--- config.mk ---
export PLATFORM = sky130hd
export DESIGN_NAME = regfile_sequencer_flat
export DESIGN_NICKNAME = d
export VERILOG_FILES = /design/src/rtl/regfile_sequencer_if.sv /design/src/rtl/regfile_sequencer.sv /design/src/flat_wrapper.sv
export SDC_FILE = /design/constraint.sdc
export NUM_CORES = 1
export LEC_CHECK = 0
export CORE_MARGIN = 2
export CORE_UTILIZATION = 39
export CTS_CLUSTER_SIZE = 12
export DETAILED_ROUTE_END_ITERATION = 12
export GPL_TIMING_DRIVEN = 1
export HOLD_SLACK_MARGIN = 0.12
export PLACE_DENSITY = 0.73
export SLEW_MARGIN = 25
export SYNTH_ARGS = -nofsm -noshare
export SYNTH_HDL_FRONTEND = slang
export SYNTH_SLANG_ARGS = --single-unit
export TNS_END_PERCENT = 100
--- constraint.sdc ---
create_clock -name clk -period 2.2 [get_ports clk]
set_clock_uncertainty 0.05 [all_clocks]
set_input_delay 0.66 -clock clk [delete_from_list [all_inputs] [get_ports clk]]
set_output_delay 0.66 -clock clk [all_outputs]
set_load 0.01 [all_outputs]
--- src/rtl/regfile_sequencer_if.sv ---
// Command handshake, ALU handshake and register-file control bundle for the sequencer.
// The sequencer side uses the slave modport; the decoder/register-file/ALU side uses master.
interface regfile_sequencer_if;
    logic       cmd_valid;
    logic       cmd_ready;
    logic [2:0] cmd_op;
    logic [2:0] cmd_rd;
    logic [2:0] cmd_rs;
    logic [7:0] cmd_imm;
    logic [7:0] or2_out;
    logic [2:0] mux_sel;
    logic [2:0] reg_sel;
    logic [2:0] seg;
    logic [1:0] enab;
    logic       alu_start;
    logic       alu_done;
    logic       busy;
    logic       done;
    logic       err;

    modport master (
        output cmd_valid, cmd_op, cmd_rd, cmd_rs, cmd_imm, alu_done,
        input  cmd_ready, or2_out, mux_sel, reg_sel, seg, enab, alu_start, busy, done, err
    );

    modport slave (
        input  cmd_valid, cmd_op, cmd_rd, cmd_rs, cmd_imm, alu_done,
        output cmd_ready, or2_out, mux_sel, reg_sel, seg, enab, alu_start, busy, done, err
    );
endinterface

--- src/rtl/regfile_sequencer.sv ---
// Multi-cycle FSM driving the 8x8 register file controls; done 1 cycle after accept (NOP/illegal), 2 (moves), or 2 after alu_done.
// One command in flight: cmd_ready only in IDLE, so a held cmd_valid waits until the current command finishes.
module regfile_sequencer #(
    parameter int unsigned ALU_TIMEOUT = 15
) (
    input  logic               clk,
    input  logic               rst,
    regfile_sequencer_if.slave bus
);
    localparam logic [2:0] OP_NOP  = 3'b000;
    localparam logic [2:0] OP_CLR  = 3'b001;
    localparam logic [2:0] OP_LDI  = 3'b010;
    localparam logic [2:0] OP_MOV  = 3'b011;
    localparam logic [2:0] OP_MOVA = 3'b100;
    localparam logic [2:0] OP_ALU  = 3'b101;
    localparam logic [3:0] WAIT_LAST = 4'(ALU_TIMEOUT - 1);

    typedef enum logic [2:0] {IDLE, EXEC, READ, WAIT, WRITE, FIN} state_t;

    state_t     state, state_nxt;
    logic [2:0] op_q, rd_q, rs_q;
    logic [7:0] or2_q;
    logic [3:0] wait_cnt;
    logic       err_q;
    logic       accept;
    logic       timeout;

    assign accept  = (state == IDLE) && bus.cmd_valid;
    // alu_done on the terminal count still counts as a response, not a timeout
    assign timeout = (state == WAIT) && !bus.alu_done && (wait_cnt == WAIT_LAST);

    always_ff @(posedge clk) begin
        if (rst) begin
            state    <= IDLE;
            op_q     <= 3'd0;
            rd_q     <= 3'd0;
            rs_q     <= 3'd0;
            or2_q    <= 8'd0;
            wait_cnt <= 4'd0;
            err_q    <= 1'b0;
        end else begin
            state    <= state_nxt;
            wait_cnt <= (state == WAIT) ? wait_cnt + 4'd1 : 4'd0;
            if (accept) begin
                op_q  <= bus.cmd_op;
                rd_q  <= bus.cmd_rd;
                rs_q  <= bus.cmd_rs;
                err_q <= (bus.cmd_op > OP_ALU);
                if (bus.cmd_op == OP_LDI) begin
                    or2_q <= bus.cmd_imm;
                end
            end else if (timeout) begin
                err_q <= 1'b1;
            end
        end
    end

    always_comb begin
        state_nxt     = state;
        bus.cmd_ready = 1'b0;
        bus.busy      = (state != IDLE);
        bus.done      = 1'b0;
        bus.err       = 1'b0;
        bus.alu_start = 1'b0;
        bus.enab      = 2'b10;
        bus.mux_sel   = 3'b000;
        bus.reg_sel   = 3'd0;
        bus.seg       = 3'd0;
        bus.or2_out   = or2_q;

        case (state)
            IDLE: begin
                bus.cmd_ready = 1'b1;
                if (bus.cmd_valid) begin
                    case (bus.cmd_op)
                        OP_ALU:                          state_nxt = READ;
                        OP_CLR, OP_LDI, OP_MOV, OP_MOVA: state_nxt = EXEC;
                        OP_NOP:                          state_nxt = FIN;
                        default:                         state_nxt = FIN;
                    endcase
                end
            end
            EXEC: begin
                state_nxt = FIN;
                case (op_q)
                    OP_CLR: bus.enab = 2'b00;
                    OP_LDI: begin
                        bus.enab    = 2'b01;
                        bus.mux_sel = 3'b010;
                        bus.seg     = rd_q;
                    end
                    OP_MOV: begin
                        bus.enab    = 2'b01;
                        bus.mux_sel = 3'b001;
                        bus.reg_sel = rs_q;
                        bus.seg     = rd_q;
                    end
                    OP_MOVA: begin
                        bus.enab    = 2'b01;
                        bus.mux_sel = 3'b000;
                        bus.seg     = rd_q;
                    end
                    default: ;
                endcase
            end
            READ: begin
                bus.enab  = 2'b11;
                bus.seg   = rs_q;
                state_nxt = WAIT;
            end
            WAIT: begin
                bus.alu_start = (wait_cnt == 4'd0);
                if (bus.alu_done) begin
                    state_nxt = WRITE;
                end else if (wait_cnt == WAIT_LAST) begin
                    state_nxt = FIN;
                end
            end
            WRITE: begin
                bus.enab    = 2'b01;
                bus.mux_sel = 3'b011;
                bus.seg     = rd_q;
                state_nxt   = FIN;
            end
            FIN: begin
                bus.done  = 1'b1;
                bus.err   = err_q;
                state_nxt = IDLE;
            end
            default: state_nxt = IDLE;
        endcase

        // reset overrides everything, including the clear of the register file
        if (rst) begin
            bus.cmd_ready = 1'b0;
            bus.busy      = 1'b0;
            bus.done      = 1'b0;
            bus.err       = 1'b0;
            bus.alu_start = 1'b0;
            bus.enab      = 2'b00;
            bus.mux_sel   = 3'b000;
            bus.reg_sel   = 3'd0;
            bus.seg       = 3'd0;
            bus.or2_out   = 8'd0;
        end
    end
endmodule

--- src/flat_wrapper.sv ---
// flat-port wrapper written by rule: the top's interface ports become plain ports
module regfile_sequencer_flat 
#(
    parameter int unsigned ALU_TIMEOUT = 15
)
  (clk, rst, bus_cmd_valid, bus_cmd_op, bus_cmd_rd, bus_cmd_rs, bus_cmd_imm, bus_alu_done, bus_cmd_ready, bus_or2_out, bus_mux_sel, bus_reg_sel, bus_seg, bus_enab, bus_alu_start, bus_busy, bus_done, bus_err);
  regfile_sequencer_if bus_i ();
  input  logic clk;
  input  logic rst;
  input wire logic [$bits(bus_i.cmd_valid)-1:0] bus_cmd_valid;
  input wire logic [$bits(bus_i.cmd_op)-1:0] bus_cmd_op;
  input wire logic [$bits(bus_i.cmd_rd)-1:0] bus_cmd_rd;
  input wire logic [$bits(bus_i.cmd_rs)-1:0] bus_cmd_rs;
  input wire logic [$bits(bus_i.cmd_imm)-1:0] bus_cmd_imm;
  input wire logic [$bits(bus_i.alu_done)-1:0] bus_alu_done;
  output wire logic [$bits(bus_i.cmd_ready)-1:0] bus_cmd_ready;
  output wire logic [$bits(bus_i.or2_out)-1:0] bus_or2_out;
  output wire logic [$bits(bus_i.mux_sel)-1:0] bus_mux_sel;
  output wire logic [$bits(bus_i.reg_sel)-1:0] bus_reg_sel;
  output wire logic [$bits(bus_i.seg)-1:0] bus_seg;
  output wire logic [$bits(bus_i.enab)-1:0] bus_enab;
  output wire logic [$bits(bus_i.alu_start)-1:0] bus_alu_start;
  output wire logic [$bits(bus_i.busy)-1:0] bus_busy;
  output wire logic [$bits(bus_i.done)-1:0] bus_done;
  output wire logic [$bits(bus_i.err)-1:0] bus_err;
  assign bus_i.cmd_valid = bus_cmd_valid;
  assign bus_i.cmd_op = bus_cmd_op;
  assign bus_i.cmd_rd = bus_cmd_rd;
  assign bus_i.cmd_rs = bus_cmd_rs;
  assign bus_i.cmd_imm = bus_cmd_imm;
  assign bus_i.alu_done = bus_alu_done;
  assign bus_cmd_ready = bus_i.cmd_ready;
  assign bus_or2_out = bus_i.or2_out;
  assign bus_mux_sel = bus_i.mux_sel;
  assign bus_reg_sel = bus_i.reg_sel;
  assign bus_seg = bus_i.seg;
  assign bus_enab = bus_i.enab;
  assign bus_alu_start = bus_i.alu_start;
  assign bus_busy = bus_i.busy;
  assign bus_done = bus_i.done;
  assign bus_err = bus_i.err;
  regfile_sequencer #(.ALU_TIMEOUT(ALU_TIMEOUT)) u_core (.clk(clk), .rst(rst), .bus(bus_i));
endmodule
Word level (Yosys, flattened, before mapping)
Cells that the tools add are included.
{"block": "op_classes", "n_eq_ne": 17, "mux": 29, "magnitude_cmp": 1, "addsub": 1, "bitwise": 1, "n_reduce_logical": 14}
{"op": "$mux W3", "n": 9}
{"op": "$eq A3 B2 Y1 const B", "n": 6}
{"op": "$eq A3 B3 Y1 const B", "n": 5}
{"op": "$pmux W3 S2", "n": 2}
{"op": "$pmux W3 S4", "n": 1}
{"op": "$mux W1", "n": 11}
{"op": "$eq A3 B1 Y1 const B", "n": 3}
{"op": "$pmux W3 S3", "n": 1}
{"op": "$mux W8", "n": 1}
{"op": "$pmux W2 S2", "n": 2}
{"op": "$pmux W2 S3", "n": 1}
{"op": "$add A4 B1 Y4 const B", "n": 1}
{"op": "$eq A4 B4 Y1 const B", "n": 1}
{"op": "$logic_not A4 Y1", "n": 1}
{"op": "$reduce_and A2 Y1", "n": 2}
{"op": "$reduce_or A2 Y1", "n": 2}
{"op": "$reduce_or A4 Y1", "n": 1}
{"op": "$gt A3 B3 Y1 const B", "n": 1}
{"op": "$logic_and A1 B1 Y1", "n": 3}
{"op": "$logic_not A3 Y1", "n": 1}
{"op": "$ne A3 B3 Y1 const B", "n": 1}
{"op": "$reduce_bool A3 Y1", "n": 1}
{"op": "$reduce_or A3 Y1", "n": 1}
{"op": "$mux W2", "n": 1}
{"op": "other kinds (4)", "n": 4}
{"block": "totals", "word_cells": 70, "input_bits": 21, "ff_bits": 25, "out_inout_bits": 24}

Logic depth before layout (Yosys ltp)
{"block": "depth", "depth_word": 5, "depth_mapped": 5, "mapped_depth_nobuf": 5}

Worst setup path after synthesis
No wires, ideal clock.
{"block": "synth_timing", "kind": "register -> output", "startpoint": "register u_core.state[2]", "endpoint": "output port bus_err", "n_path_buf": 2, "path_slack_ps": -211, "required_ps": 1490, "arrival_time_ps": 1701, "path_stages_with_launch": 6, "path_cell_list": "dfxtp_1 clkbuf_1 buf_1 inv_1 nor4_1 and2_1"}
{"block": "synth_via", "elab_chain_len": 3}
{"element": "start, declared", "line_no": "regfile_sequencer.sv:20", "text": "state_t state, state_nxt;"}
{"element": "start signal, assigned", "line_no": "regfile_sequencer.sv:42", "text": "state <= state_nxt;"}
{"element": "$eq A3 B3 Y1", "line_no": "regfile_sequencer.sv:71", "text": "case (state)"}
{"element": "$mux W1", "line_no": "regfile_sequencer.sv:71"}
{"element": "$mux W1", "line_no": "regfile_sequencer.sv:134", "text": "if (rst) begin"}
{"element": "end, declared", "line_no": "flat_wrapper.sv:25", "text": "output wire logic [$bits(bus_i.err)-1:0] bus_err;"}
Every way passes these cells.

Worst setup path after layout
{"block": "layout_timing", "startpoint": "register u_core.op_q[2]", "endpoint": "output port bus_reg_sel[0]"}
{"block": "layout_via", "elab_chain_len": 4}
{"element": "start, declared", "line_no": "regfile_sequencer.sv:21", "text": "logic [2:0] op_q, rd_q, rs_q;"}
{"element": "start signal, assigned", "line_no": "regfile_sequencer.sv:45", "text": "op_q <= bus.cmd_op;"}
{"element": "$eq A3 B2 Y1", "line_no": "regfile_sequencer.sv:85", "text": "case (op_q)"}
{"element": "$mux W3", "line_no": "regfile_sequencer.sv:85"}
{"element": "$mux W3", "line_no": "regfile_sequencer.sv:71"}
{"element": "$mux W3", "line_no": "regfile_sequencer.sv:134"}
{"element": "end, declared", "line_no": "flat_wrapper.sv:19", "text": "output wire logic [$bits(bus_i.reg_sel)-1:0] bus_reg_sel;"}
Every way passes these cells.

==> key figures <==
Outcome
  – Status: finished, violations left
  – Failing checks: setup timing

Worst setup path
  – Reg2Reg Setup Slack: approximately 0.01 ns
  – Crit path max fanout: 2
  – CP Launch Point: u_core.op_q[2]$_SDFFE_PP0P_
  – Crit path DAT: approximately 1.8 ns
  – Cells on worst reg2reg path: 6
  – Reg-to-Reg End: u_core.or2_q[4]$_SDFFE_PP0P_
  – Worst endpoint required time: 1.49 ns
  – R2r startpoint: u_core.state[2]$_SDFFE_PP0P_
  – Worst setup SP type: flop
  – Crit. End Element: primary output
  – WS Path Type: reg -> out
  – Critical path endpoint: bus_reg_sel[0]

Placed design
  – Worst slack, placed: -0.8192 ns
  – Post-detail-place hpwl: ~2800 um
  – Post-placement cell count: around 290
  – GP Congestion: 0.8221
  – Port bufs: 43

Job
  – MaxCap Viol Count: 0

Timing
  – Fin Setup TNS: -1.476 ns
  – Final hold viol count: 0
  – Tmin final: roughly 2.5 ns
  – Worst Hold Slack: about 0.43 ns
  – Max Freq: 401.0 MHz
  – Crit path setup slack, layout: -0.2937 ns
  – Slew Viols, Final: 0
  – Tcrit/Tclk final: 1.134
  – # setup viols final: 10
  – RSZ-0062 raised after global routing: yes

Die
  – Std cell rows: 22
  – Die W: 65.40 um
  – Die span in y: 65.40 um
  – Core ar.: 0.003633 mm^2
  – Starting Density: 0.4046
  – Die area: 0.004277 mm^2
  – # IOs: 45

Finish
  – Most frequent cells in the layout: 37 x buf_4, 21 x nand2_1, 20 x dfxtp_1, 18 x clkdlybuf4s50_1, 16 x nor2b_1
  – Fill count: between 300 and 400
  – Diodes inserted: 0
  – Layout area overhead: 63.83%
  – Fin cells: between 300 and 400
  – Most common cell after layout, fill and taps aside: buf_4
  – Nets: around 280
  – Share of cells above drive strength 1: 0.3898

Power
  – PD cells: roughly 520 mW/mm^2
  – Total power: ~1.2 mW
  – Pleak: between 1 and 1.5 nW
  – VDD IR-drop max: ~0.31 mV

Logic synthesis
  – Synth area leader: dfxtp_1
  – Synth unique cells: 40
  – Async set-or-reset flop fraction in the synthesized netlist: 0
  – Synth warn: 0
  – EDFF count, synth: 0
  – Average size of a mapped cell: approximately 8.5 um^2
  – Top_reg_cell synth: dfxtp_1
  – Seq/Total Area, Yosys: 0.3404
  – Syn nets: 197
  – FF+latch count, synth: 25
  – Yosys top cell area share: 0.3404
  – Post-synthesis cell area: roughly 0.0015 mm^2
  – Cells after Synth: around 170
  – Largest cells by area after synthesis: dfxtp_1 34%, mux2_4 8.2%, nor2b_1 7.7%

Clock tree
  – CTS HTree Levels: 1
  – Clock slew at reported path FFs: 0.08 ns
  – CTS Buf Count: 3
  – Clk_lat worst skew: about 0.26 ns
  – CTS Sinks: 25
  – Root Buffer: clkbuf_8
  – Hold Buf Count CTS: 0
  – Clock tree buffer depth: 2
  – CTS tree: built

Drt
  – Number of remaining DRC errors: 0
  – TritonRoute pass-1 iters: 6
  – Vias: about 1,500
  – Avg Vias per Cell: 5.086
  – Final WL: 4116 um
  – DR iter-0 viols: 69
  – DR WL/cell: 13.63 um
  – Antenna-violating nets left: 0

Global route
  – First-pass GRT wire length: about 6500 um
  – All-layer global routing usage: 0.1906
  – Antenna violations before repair: 0
  – Number of global-route vias before repair: around 1,500
  – Pin count of the biggest net entering global routing: 18
  – Global route overflow: 0

Worst hold path
  – Hold/Removal Path Class: reg -> reg
where the power goes:
group | internal [mW] | switching (mW)
Sequential | 0.483 | 0.0205
Clock | 0.129 | 0.137
Combinational | 0.255 | 0.221
cell type report:
class                   instances  area [um^2]  share of cell area
inverters                       7        32.53             0.01351
repair buffers                 89        752.0              0.3122
flip-flops and latches         25        506.7              0.2104
clock buffers                   4        45.04             0.01870
well taps                      48        60.06             0.02494
multi-input cells             129         1012              0.4203
per-layer routing:
layer / global-route usage / up-vias / wire length, um
met2: 0.3240 / 49 / 1977
li1: - / 772 / -
met3: 0.02397 / 4 / 184
met1: 0.2449 / 711 / 1915
met4: 0.07552 / 0 / 38
met5: 0 / - / 0
cell usage after synthesis, types with 2 or more instances:
| master | count |
|---|---|
| a211oi_1 | 6 |
| a21oi_1 | 13 |
| a41oi_1 | 3 |
| and2_1 | 4 |
| and3b_1 | 6 |
| buf_1 | 3 |
| clkbuf_1 | 7 |
| dfxtp_1 | 25 |
| ha_1 | 3 |
| inv_1 | 7 |
| mux2_4 | 8 |
| nand2_1 | 21 |
| nand3_1 | 2 |
| nor2_1 | 7 |
| nor2b_1 | 18 |
| nor3_1 | 4 |
| nor3b_1 | 3 |
| nor4_1 | 2 |
| nor4b_1 | 2 |
| o211ai_1 | 3 |
| o21ai_0 | 4 |
| xnor2_1 | 2 |
| xor2_1 | 3 |
cells by family (layout without fill, tap and decap cells):
kind of cell / count (synthesis) / after routing / synth area share
other: 1 / 1 / 0.002551
adders and majority gates: 3 / 3 / 0.02553
and+or+nand+nor: 78 / 78 / 0.3141
AOI/OAI and AO/OA: 34 / 34 / 0.1498
buffers and inverters: 19 / 100 / 0.05618
muxes: 8 / 8 / 0.08171
DFF: 25 / 25 / 0.3404
xor gates and xnor gates: 5 / 5 / 0.02979
sequential cells by signal, summed over array words and instances, names as in the netlist:
signal / flops
u_core.or2_q: 8
u_core.op_q: 3
u_core.state: 3
u_core.rs_q: 3
u_core.rd_q: 3
u_core.wait_cnt: 4
u_core.err_q: 1
critical path, stage by stage, from the launching register on:
cell,delay (ns)
dfxtp_2,0.34
or4bb_4,0.56
nor4b_4,0.24
buf_4,0.16
and2_4,0.13
buf_6,0.09
worst min-delay path by stage:
stage | startpoint | to | slack [ns] | cells after the start
global placement | u_core.wait_cnt[0]$_SDFF_PP0_ | u_core.wait_cnt[0]$_SDFF_PP0_ | 0.40 | 1
detailed placement | u_core.rs_q[2]$_SDFFE_PP0P_ | u_core.rs_q[2]$_SDFFE_PP0P_ | 0.41 | 2
finish | u_core.rs_q[2]$_SDFFE_PP0P_ | u_core.rs_q[2]$_SDFFE_PP0P_ | 0.43 | 2
global route | u_core.rs_q[1]$_SDFFE_PP0P_ | u_core.rs_q[1]$_SDFFE_PP0P_ | 0.45 | 2
CTS | u_core.rs_q[2]$_SDFFE_PP0P_ | u_core.rs_q[2]$_SDFFE_PP0P_ | 0.42 | 2
floorplan | u_core.wait_cnt[0]$_SDFF_PP0_ | u_core.wait_cnt[0]$_SDFF_PP0_ | 0.38 | 1
repair_timing:
item	CTS	global route
gates resized for setup	95	28
pin swaps	18	14
endpoints found under the setup margin	31	26
setup buffers	5	4
metrics by stage:
stage	cell area [um^2]	util
final	2409	0.6629
after global routing	2409	0.6629
after CTS	2344	0.6450
after detailed placement	2216	0.6098
after global placement	2216	0.6098
after floorplan	1490	-
Note: power is estimated with default switching activity, not from simulation.
